### src/rtl/core_pkg.sv
// Shared types for the hazard controller: forward-select encodings, FSM states,
// and the destination-scoreboard entry.
package core_pkg;

    localparam int SB_DEPTH = 3;
    localparam int SB_EX    = 0;
    localparam int SB_MEM   = 1;
    localparam int SB_WB    = 2;
    localparam int SB_HIT_N = 2;

    typedef enum logic [1:0] {
        FWD_RF  = 2'd0,
        FWD_MEM = 2'd1,
        FWD_WB  = 2'd2
    } fwd_sel_e;

    typedef enum logic [1:0] {
        RUN   = 2'd0,
        DRAIN = 2'd1,
        HALT  = 2'd2
    } hz_state_e;

    typedef struct packed {
        logic       valid;
        logic [4:0] rd;
        logic       is_load;
    } sb_entry_t;

    // The youngest producer wins. The EX producer sits in MEM next cycle.
    function automatic fwd_sel_e fwd_pick(input logic hit_ex, input logic hit_mem);
        if (hit_ex) begin
            return FWD_MEM;
        end
        if (hit_mem) begin
            return FWD_WB;
        end
        return FWD_RF;
    endfunction

endpackage

### src/rtl/hazard_ctrl_if.sv
// Bundles the ID-stage instruction info with the hazard/forward controls
// exchanged between the datapath (master) and hazard_ctrl (slave).
interface hazard_ctrl_if #(
    parameter int CNT_W = 32
);
    logic             id_valid;
    logic [4:0]       id_rs1;
    logic [4:0]       id_rs2;
    logic             id_use_rs1;
    logic             id_use_rs2;
    logic [4:0]       id_rd;
    logic             id_write_back;
    logic             id_is_load;
    logic             id_is_ecall;
    logic             ex_brn_tkn;
    logic             stall_f;
    logic             bubble_e;
    logic             flush_d;
    logic [1:0]       fwd_a_sel;
    logic [1:0]       fwd_b_sel;
    logic             halted;
    logic [CNT_W-1:0] stall_cnt;
    logic [CNT_W-1:0] flush_cnt;

    modport master (
        output id_valid, id_rs1, id_rs2, id_use_rs1, id_use_rs2, id_rd,
               id_write_back, id_is_load, id_is_ecall, ex_brn_tkn,
        input  stall_f, bubble_e, flush_d, fwd_a_sel, fwd_b_sel, halted,
               stall_cnt, flush_cnt
    );

    modport slave (
        input  id_valid, id_rs1, id_rs2, id_use_rs1, id_use_rs2, id_rd,
               id_write_back, id_is_load, id_is_ecall, ex_brn_tkn,
        output stall_f, bubble_e, flush_d, fwd_a_sel, fwd_b_sel, halted,
               stall_cnt, flush_cnt
    );
endinterface

### src/rtl/hazard_sb.sv
// Three-entry destination scoreboard (EX, MEM, WB) that shifts every cycle,
// plus source-register match against the EX and MEM entries.
module hazard_sb
    import core_pkg::*;
(
    input  logic                clock,
    input  logic                reset,
    input  sb_entry_t           i_push,
    input  logic [4:0]          i_rs1,
    input  logic [4:0]          i_rs2,
    input  logic                i_use_rs1,
    input  logic                i_use_rs2,
    output logic [SB_HIT_N-1:0] o_hit_a,
    output logic [SB_HIT_N-1:0] o_hit_b,
    output logic                o_ld_hit,
    output logic                o_empty
);

    sb_entry_t             r_sb [SB_DEPTH];
    logic [SB_DEPTH-1:0]   w_valid;
    logic [SB_HIT_N-1:0]   w_hit_a;
    logic [SB_HIT_N-1:0]   w_hit_b;

    // Never frozen: hazards are resolved by pushing bubbles instead.
    always_ff @(posedge clock or negedge reset) begin
        if (!reset) begin
            for (int i = 0; i < SB_DEPTH; i++) begin
                r_sb[i] <= '0;
            end
        end else begin
            r_sb[0] <= i_push;
            for (int i = 1; i < SB_DEPTH; i++) begin
                r_sb[i] <= r_sb[i-1];
            end
        end
    end

    genvar gi;
    generate
        for (gi = 0; gi < SB_DEPTH; gi++) begin : g_ent
            assign w_valid[gi] = r_sb[gi].valid;
            if (gi < SB_HIT_N) begin : g_hit
                assign w_hit_a[gi] = i_use_rs1 & r_sb[gi].valid & (r_sb[gi].rd == i_rs1);
                assign w_hit_b[gi] = i_use_rs2 & r_sb[gi].valid & (r_sb[gi].rd == i_rs2);
            end
        end
    endgenerate

    assign o_hit_a  = w_hit_a;
    assign o_hit_b  = w_hit_b;
    assign o_ld_hit = r_sb[SB_EX].is_load & (w_hit_a[SB_EX] | w_hit_b[SB_EX]);
    assign o_empty  = ~|w_valid;

endmodule

### src/rtl/hazard_ctrl.sv
// Hazard/sequencing controller: load-use and RAW stalls, branch flush, operand
// forwarding (when HAZARD_FWD_EN is defined), ecall drain-and-halt, perf counters.
module hazard_ctrl
    import core_pkg::*;
#(
    parameter int CNT_W = 32
) (
    input  logic          clock,
    input  logic          reset,
    hazard_ctrl_if.slave  hz
);

    hz_state_e             r_state;
    hz_state_e             w_state_next;
    logic [SB_HIT_N-1:0]   w_hit_a;
    logic [SB_HIT_N-1:0]   w_hit_b;
    logic                  w_ld_hit;
    logic                  w_sb_empty;
    logic                  w_raw;
    logic                  w_stall_f;
    logic                  w_bubble_e;
    logic                  w_flush_d;
    logic                  w_halted;
    logic [1:0]            w_cnt_inc;
    sb_entry_t             w_push;

    assign w_push = '{valid:   hz.id_valid & hz.id_write_back & (hz.id_rd != 5'd0) & ~w_bubble_e,
                      rd:      hz.id_rd,
                      is_load: hz.id_is_load};

    hazard_sb u_sb (
        .clock     (clock),
        .reset     (reset),
        .i_push    (w_push),
        .i_rs1     (hz.id_rs1),
        .i_rs2     (hz.id_rs2),
        .i_use_rs1 (hz.id_use_rs1),
        .i_use_rs2 (hz.id_use_rs2),
        .o_hit_a   (w_hit_a),
        .o_hit_b   (w_hit_b),
        .o_ld_hit  (w_ld_hit),
        .o_empty   (w_sb_empty)
    );

`ifdef HAZARD_FWD_EN
    assign w_raw = hz.id_valid & w_ld_hit;
`else
    assign w_raw = hz.id_valid & (w_ld_hit | (|w_hit_a) | (|w_hit_b));
`endif

    always_ff @(posedge clock or negedge reset) begin
        if (!reset) begin
            r_state <= RUN;
        end else begin
            r_state <= w_state_next;
        end
    end

    // A taken branch makes the ID instruction wrong-path, so it beats stall and ecall.
    always_comb begin
        w_state_next = r_state;
        w_stall_f    = 1'b0;
        w_bubble_e   = 1'b0;
        w_flush_d    = 1'b0;
        w_halted     = 1'b0;
        case (r_state)
            RUN: begin
                if (hz.ex_brn_tkn) begin
                    w_flush_d  = 1'b1;
                    w_bubble_e = 1'b1;
                end else begin
                    if (w_raw) begin
                        w_stall_f  = 1'b1;
                        w_bubble_e = 1'b1;
                    end
                    if (hz.id_valid && hz.id_is_ecall) begin
                        w_state_next = DRAIN;
                    end
                end
            end
            DRAIN: begin
                w_stall_f  = 1'b1;
                w_bubble_e = 1'b1;
                if (w_sb_empty) begin
                    w_state_next = HALT;
                end
            end
            HALT: begin
                w_stall_f  = 1'b1;
                w_bubble_e = 1'b1;
                w_halted   = 1'b1;
            end
            default: w_state_next = RUN;
        endcase
    end

    assign hz.stall_f  = w_stall_f;
    assign hz.bubble_e = w_bubble_e;
    assign hz.flush_d  = w_flush_d;
    assign hz.halted   = w_halted;

`ifdef HAZARD_FWD_EN
    fwd_sel_e r_fwd_a;
    fwd_sel_e r_fwd_b;

    always_ff @(posedge clock or negedge reset) begin
        if (!reset) begin
            r_fwd_a <= FWD_RF;
            r_fwd_b <= FWD_RF;
        end else if (w_bubble_e) begin
            r_fwd_a <= FWD_RF;
            r_fwd_b <= FWD_RF;
        end else begin
            r_fwd_a <= fwd_pick(hz.id_valid & w_hit_a[SB_EX], hz.id_valid & w_hit_a[SB_MEM]);
            r_fwd_b <= fwd_pick(hz.id_valid & w_hit_b[SB_EX], hz.id_valid & w_hit_b[SB_MEM]);
        end
    end

    assign hz.fwd_a_sel = r_fwd_a;
    assign hz.fwd_b_sel = r_fwd_b;
`else
    assign hz.fwd_a_sel = FWD_RF;
    assign hz.fwd_b_sel = FWD_RF;
`endif

    // Index 0 counts stall cycles, index 1 counts flush events; both saturate.
    assign w_cnt_inc = {hz.ex_brn_tkn, w_stall_f & ~w_flush_d};

    genvar gi;
    generate
        for (gi = 0; gi < 2; gi++) begin : g_cnt
            logic [CNT_W-1:0] r_cnt;
            always_ff @(posedge clock or negedge reset) begin
                if (!reset) begin
                    r_cnt <= '0;
                end else if (w_cnt_inc[gi] && (r_cnt != {CNT_W{1'b1}})) begin
                    r_cnt <= r_cnt + CNT_W'(1);
                end
            end
        end
    endgenerate

    assign hz.stall_cnt = g_cnt[0].r_cnt;
    assign hz.flush_cnt = g_cnt[1].r_cnt;

endmodule

### src/flat_wrapper.sv
// flat-port wrapper written by rule: the top's interface ports become plain ports
module hazard_ctrl_flat import core_pkg::*;
#(
    parameter int CNT_W = 32
)
  (clock, reset, hz_id_valid, hz_id_rs1, hz_id_rs2, hz_id_use_rs1, hz_id_use_rs2, hz_id_rd, hz_id_write_back, hz_id_is_load, hz_id_is_ecall, hz_ex_brn_tkn, hz_stall_f, hz_bubble_e, hz_flush_d, hz_fwd_a_sel, hz_fwd_b_sel, hz_halted, hz_stall_cnt, hz_flush_cnt);
  hazard_ctrl_if #(.CNT_W(CNT_W)) hz_i ();
  input  logic clock;
  input  logic reset;
  input wire logic [$bits(hz_i.id_valid)-1:0] hz_id_valid;
  input wire logic [$bits(hz_i.id_rs1)-1:0] hz_id_rs1;
  input wire logic [$bits(hz_i.id_rs2)-1:0] hz_id_rs2;
  input wire logic [$bits(hz_i.id_use_rs1)-1:0] hz_id_use_rs1;
  input wire logic [$bits(hz_i.id_use_rs2)-1:0] hz_id_use_rs2;
  input wire logic [$bits(hz_i.id_rd)-1:0] hz_id_rd;
  input wire logic [$bits(hz_i.id_write_back)-1:0] hz_id_write_back;
  input wire logic [$bits(hz_i.id_is_load)-1:0] hz_id_is_load;
  input wire logic [$bits(hz_i.id_is_ecall)-1:0] hz_id_is_ecall;
  input wire logic [$bits(hz_i.ex_brn_tkn)-1:0] hz_ex_brn_tkn;
  output wire logic [$bits(hz_i.stall_f)-1:0] hz_stall_f;
  output wire logic [$bits(hz_i.bubble_e)-1:0] hz_bubble_e;
  output wire logic [$bits(hz_i.flush_d)-1:0] hz_flush_d;
  output wire logic [$bits(hz_i.fwd_a_sel)-1:0] hz_fwd_a_sel;
  output wire logic [$bits(hz_i.fwd_b_sel)-1:0] hz_fwd_b_sel;
  output wire logic [$bits(hz_i.halted)-1:0] hz_halted;
  output wire logic [$bits(hz_i.stall_cnt)-1:0] hz_stall_cnt;
  output wire logic [$bits(hz_i.flush_cnt)-1:0] hz_flush_cnt;
  assign hz_i.id_valid = hz_id_valid;
  assign hz_i.id_rs1 = hz_id_rs1;
  assign hz_i.id_rs2 = hz_id_rs2;
  assign hz_i.id_use_rs1 = hz_id_use_rs1;
  assign hz_i.id_use_rs2 = hz_id_use_rs2;
  assign hz_i.id_rd = hz_id_rd;
  assign hz_i.id_write_back = hz_id_write_back;
  assign hz_i.id_is_load = hz_id_is_load;
  assign hz_i.id_is_ecall = hz_id_is_ecall;
  assign hz_i.ex_brn_tkn = hz_ex_brn_tkn;
  assign hz_stall_f = hz_i.stall_f;
  assign hz_bubble_e = hz_i.bubble_e;
  assign hz_flush_d = hz_i.flush_d;
  assign hz_fwd_a_sel = hz_i.fwd_a_sel;
  assign hz_fwd_b_sel = hz_i.fwd_b_sel;
  assign hz_halted = hz_i.halted;
  assign hz_stall_cnt = hz_i.stall_cnt;
  assign hz_flush_cnt = hz_i.flush_cnt;
  hazard_ctrl #(.CNT_W(CNT_W)) u_core (.clock(clock), .reset(reset), .hz(hz_i));
endmodule
### config.mk
export PLATFORM = sky130hd
export DESIGN_NAME = hazard_ctrl_flat
export DESIGN_NICKNAME = d
export VERILOG_FILES = /design/src/rtl/core_pkg.sv /design/src/rtl/hazard_ctrl_if.sv /design/src/rtl/hazard_sb.sv /design/src/rtl/hazard_ctrl.sv /design/src/flat_wrapper.sv
export SDC_FILE = /design/constraint.sdc
export NUM_CORES = 1
export LEC_CHECK = 0
export ABC_AREA = 1
export CAP_MARGIN = 20
export CELL_PAD_IN_SITES_DETAIL_PLACEMENT = 1
export CELL_PAD_IN_SITES_GLOBAL_PLACEMENT = 2
export CORE_MARGIN = 5
export CORE_UTILIZATION = 25
export CTS_BUF_LIST = sky130_fd_sc_hd__clkbuf_8
export CTS_CLUSTER_SIZE = 20
export DETAILED_ROUTE_END_ITERATION = 10
export GPL_TIMING_DRIVEN = 0
export PLACE_DENSITY_LB_ADDON = 0.1
export SYNTH_ARGS = -nofsm -noshare
export SYNTH_HDL_FRONTEND = slang
export SYNTH_SLANG_ARGS = --single-unit
### constraint.sdc
create_clock -name clock -period 4.9 [get_ports clock]
set_input_delay 0.98 -clock clock [delete_from_list [all_inputs] [get_ports clock]]
set_output_delay 0.98 -clock clock [all_outputs]
set_load 0.05 [all_outputs]
# Yosys cells after proc, flatten, opt, wreduce, memory -nomap -nowiden
# Cells that the tools add are included.
# classes
n_reduce_logical,10
bitwise,20
n_eq_ne,11
addsub,2
n_mux,12
# ops
operator,n
"adder 32 x 1 -> 32 bit, second input constant",2
"inequality test 32 bit, second input constant",2
equality test 5 bit,4
bitwise AND 1 bit,14
2-to-1 mux 1 bit,6
2-to-1 mux 2 bit,3
one-hot mux 2 bit (3 select lines),1
OR reduction 2 bit,3
nonzero test 5 bit,1
"inequality test 2 bit, second input constant",2
one-hot mux 1 bit (2 select lines),2
AND reduction 4 bit,1
logical AND 1 bit,3
NOT 1 bit,3
bitwise OR 1 bit,3
OR reduction 3 bit,1
"equality test 2 x 1 -> 1 bit, second input constant",1
"equality test 2 bit, second input constant",1
logical NOT 2 bit,1
"inequality test 2 x 1 -> 1 bit, second input constant",1
# word_totals
reg_bits,80
inputBits,24
wordCells,64

# Longest topological paths before layout
# depth
depth_word,12
mapped_depth,14
depth_no_buf,13

# Modules after synthesis
# Synthesis repeated with hierarchy kept, for this count alone.
# hier_totals
hier_cells,823
area_unflattened_um2,5510.3
# by_module_without_submodules
module,cells_each,area_per_inst_um2,instances
hazard_ctrl,726,4782.1,1
hazard_sb,97,728.2,1

# Least setup slack after synthesis
# OpenSTA, ideal clock, no wires.
# synth_path
kind,input -> output
from,input hz_id_rs2[1]
to,output hz_bubble_e
required_time_ns,3.920
cell_stages,10
path_slack_ns,1.627
t_arrival_ns,2.293
path_cell_list,inv_1 -> nand2_1 -> nand2_1 -> nor2_1 -> nand3_1 -> nand2_1 -> inv_1 -> nand2_1 -> nand3_1 -> a31oi_1
# synth_between
elab_chain_cells,10
# synth_rtl
item,line_no,text
from (decl),flat_wrapper.sv:12,input wire logic [$bits(hz_i.id_rs2)-1:0] hz_id_rs2;
equality test 5 bit,hazard_sb.sv:44,assign w_hit_b[gi] = i_use_rs2 & r_sb[gi].valid & (r_sb[gi].rd == i_rs2);
bitwise AND 1 bit,hazard_sb.sv:44,
bitwise OR 1 bit,hazard_sb.sv:51,assign o_ld_hit = r_sb[SB_EX].is_load & (w_hit_a[SB_EX] | w_hit_b[SB_EX]);
bitwise AND 1 bit,hazard_sb.sv:51,
bitwise OR 1 bit,hazard_ctrl.sv:48,assign w_raw = hz.id_valid & (w_ld_hit | (|w_hit_a) | (|w_hit_b));
bitwise OR 1 bit (*),hazard_ctrl.sv:48,
bitwise AND 1 bit (*),hazard_ctrl.sv:48,
2-to-1 mux 1 bit (*),hazard_ctrl.sv:72,if (w_raw) begin
2-to-1 mux 1 bit (*),hazard_ctrl.sv:68,if (hz.ex_brn_tkn) begin
one-hot mux 1 bit (2 select lines) (*),hazard_ctrl.sv:66,case (r_state)
to (decl),flat_wrapper.sv:21,output wire logic [$bits(hz_i.bubble_e)-1:0] hz_bubble_e;
# Mark *: on every way between the ends. The rest lies on a longest branch, timed or not.

# Worst setup path in the final report
# layout_path
from,input hz_id_rs1[1]
to,output hz_bubble_e
# layout_between
elab_chain_cells,10
# layout_rtl
item,line_no,text
from (decl),flat_wrapper.sv:11,input wire logic [$bits(hz_i.id_rs1)-1:0] hz_id_rs1;
equality test 5 bit,hazard_sb.sv:43,assign w_hit_a[gi] = i_use_rs1 & r_sb[gi].valid & (r_sb[gi].rd == i_rs1);
bitwise AND 1 bit,hazard_sb.sv:43,
bitwise OR 1 bit,hazard_sb.sv:51,
bitwise AND 1 bit,hazard_sb.sv:51,
bitwise OR 1 bit (*) (2 in series),hazard_ctrl.sv:48,
bitwise AND 1 bit (*),hazard_ctrl.sv:48,
2-to-1 mux 1 bit (*),hazard_ctrl.sv:72,
2-to-1 mux 1 bit (*),hazard_ctrl.sv:68,
one-hot mux 1 bit (2 select lines) (*),hazard_ctrl.sv:66,
# Marked as above.

==> flow_metrics.env <==
export IMPL_status="completed"
export IMPL_worst_pin_slew_ns=0.541
export IMPL_postCtsHoldBufs=0
export IMPL_cts_tree="yes"
export IMPL_grt_pass1_wl_mm=26.7
export IMPL_diodes=0
export IMPL_first_global_vias=4875
export IMPL_via_count=4660
export IMPL_viasPerCell=4.48
export IMPL_start_kind="input pin"
export IMPL_syn_inst=666
export IMPL_cap_violations=0
export IMPL_critical_path_arrival_ns=3.33
export IMPL_globalplace_congestion=0.817
export IMPL_synth_top_area_share_pct=40.7
export IMPL_drive_above_1_share_pct=5.41
export IMPL_drt_initial_drc_count=170
export IMPL_worst_slack_ns=0.593
export IMPL_routedWlPerCell_um=15.9
export IMPL_netlist_cell_type_count=32
export IMPL_grt_start_max_net_pins=50
export IMPL_critPathKind="in2out"
export IMPL_nNetsFinal=801
export IMPL_skew_ns=0.0130
export IMPL_initial_utilization_pct=25.2
export IMPL_synth_seq_cells=79
export IMPL_cp_startpoint="hz_id_rs1[1]"
export IMPL_die_area_um2=22300
export IMPL_ys_top_cells_by_area="dfrtp_1 (41%), nand2_1 (18%), xor2_1 (7.4%), nand4_1 (6.3%), inv_1 (5.0%)"
export IMPL_fin_crit_sh_pct=87.9
export IMPL_hp_start="u_core.u_sb.r_sb[19]"
export IMPL_yosys_warnings=0
export IMPL_fp_dieW_um=149
export IMPL_syn_area_um2=4850
export IMPL_dp_hpwl_mm=13.1
export IMPL_syn2layout_area_growth_pct=31.2
export IMPL_critPathMaxFanout=3
export IMPL_ir_drop_mv=0.195
export IMPL_drtPass1Iterations=4
export IMPL_setup_viol_count_final=0
export IMPL_rsz0062_at_grt="no"
export IMPL_max_clock_freq_mhz=232
export IMPL_wl_mm=16.5
export IMPL_hold_viol_final=0
export IMPL_min_path_type="reg2reg"
export IMPL_post_cts_setup_buffers=0
export IMPL_p_total_uw=2460
export IMPL_grt_use_total_pct=15.1
export IMPL_root_buffer="clkbuf_8"
export IMPL_slew_violations=0
export IMPL_die_h_um=149
export IMPL_cts_buffer_depth=2
export IMPL_ys_seq_area_share_pct=40.7
export IMPL_io_buffer_count=90
export IMPL_synth_area_per_cell_um2=7.29
export IMPL_layout_common_cells="nand2_1 (238), clkdlybuf4s50_1 (88), dfrtp_1 (79)"
export IMPL_cts_sinks=79
export IMPL_synth_top_area_cell="dfrtp_1"
export IMPL_post_place_ws_ns=0.191
export IMPL_drc=0
export IMPL_design_core_area_um2=19300
export IMPL_r2r_start="u_core.hz.stall_cnt[0]"
export IMPL_min_period_ns=4.31
export IMPL_antenna_found_initial=0
export IMPL_worst_ep_required_time_ns=3.92
export IMPL_grt_overflow_total=0
export IMPL_clk_pin_slew_worst_paths_ns=0.08
export IMPL_power_leakage_uw=0.00298
export IMPL_layout_commonest_cell="nand2_1"
export IMPL_ant_nets=0
export IMPL_htree_levels=3
export IMPL_fin_hold_ws_ns=0.438
export IMPL_power_density_nw_per_um2=386
export IMPL_io_pins=96
export IMPL_final_cells=1041
export IMPL_clk_latency_ns=0.37
export IMPL_dp_cells=1025
export IMPL_slew_headroom_pct=63.8
export IMPL_crit_path_end_kind="output pin"
export IMPL_rows=51
export IMPL_cts_buffers=9
[flip-flops by register name (all words and copies together), names as in the netlist]
| signal | cells |
|---|---|
| u_core.hz.flush_cnt | 32 |
| u_core.hz.stall_cnt | 32 |
| u_core.r_state | 2 |
| u_core.u_sb.r_sb | 13 |
[final cells by class]
type	count	area, um2
flip-flops and latches	79	1980
well taps	265	332
inverters	66	248
fillers	2413	12900
clock buffers	9	124
multi-input cells	505	2520
repair buffers	91	928
plain buffers	19	116
clock inverters	7	120
[repair_timing]
| item | in CTS | in global routing |
|---|---|---|
| endpoints found under the setup margin | 0 | 1 |
| endpoints found under the hold margin | 0 | 0 |
| resized for setup | 0 | 1 |
[report_power, final]
group / internal [uW] / total, uW / leakage, uW / switching, uW
sequential: 722 / 818 / 0.00104 / 96.6
combinational: 320 / 1020 / 0.00182 / 704
clock: 340 / 616 / 0.000120 / 275
total: 1380 / 2460 / 0.00298 / 1080
[synth_stat cells, drive strengths merged]
master  instances
nand2         239
dfrtp          79
nor2           67
inv            66
nand4          50
xor2           41
nor3           35
nand3          23
xnor2          17
buf            13
nor4            7
clkbuf          6
ha              6
o21ai           5
a21oi           4
a31oi           1
and3            1
conb            1
nand3b          1
nor3b           1
o311ai          1
or2             1
or3             1
[layer usage]
layer	up-vias	track usage, %	wire length, um
li1	2343	-	-
met1	2230	21.8	8420
met4	0	4.53	202
met3	11	2.70	646
met5	-	0	0
met2	76	23.2	7230
[cells by family (layout without fill, tap and decap cells)]
logic type | count (synthesis) | in the layout | synth area share (%)
AOI/OAI and AO/OA | 11 | 11 | 1.31
xor gates and xnor gates | 58 | 58 | 10.5
and+or+nand+nor | 426 | 426 | 38.4
buffers and inverters | 85 | 192 | 7.50
adders and majority gates | 6 | 6 | 1.55
DFF | 79 | 79 | 40.7
other | 1 | 4 | 0.0772
[stage by stage]
step | setup TNS [ns] | cell area [um2] | utilization (%)
after floorplan | 0 | 4870 | -
after global placement | -22.91 | 6100 | 31.6
after detailed placement | 0 | 6120 | 31.8
after CTS | 0 | 6370 | 33.0
after global routing | 0 | 6370 | 33.1
final | 0 | 6370 | 33.1
[final timing paths]
kind                                           end  slack, ns  depth (start not counted)
setup / recovery                       hz_bubble_e       0.59                         12
setup reg to reg           u_core.hz.stall_cnt[15]       2.48                         12
hold / removal                u_core.u_sb.r_sb[12]       0.44                          0
hold reg to reg               u_core.u_sb.r_sb[12]       0.44                          0
min in group asynchronous   u_core.hz.flush_cnt[3]       0.54                          1
max in group asynchronous     u_core.u_sb.r_sb[13]       3.74                          2
[critical path, stage by stage]
cell and delay [ns]:
clkdlybuf4s50_1 0.51, inv_1 0.07, nand2_1 0.06, nand2_1 0.05, nor2_1 0.17, nand3_1 0.10, nand2_1 0.08, inv_1 0.04
nand2_1 0.07, nand3_1 0.07, a31oi_1 0.25, clkdlybuf4s50_1 0.87
Note: power is estimated with default switching activity, not from simulation.
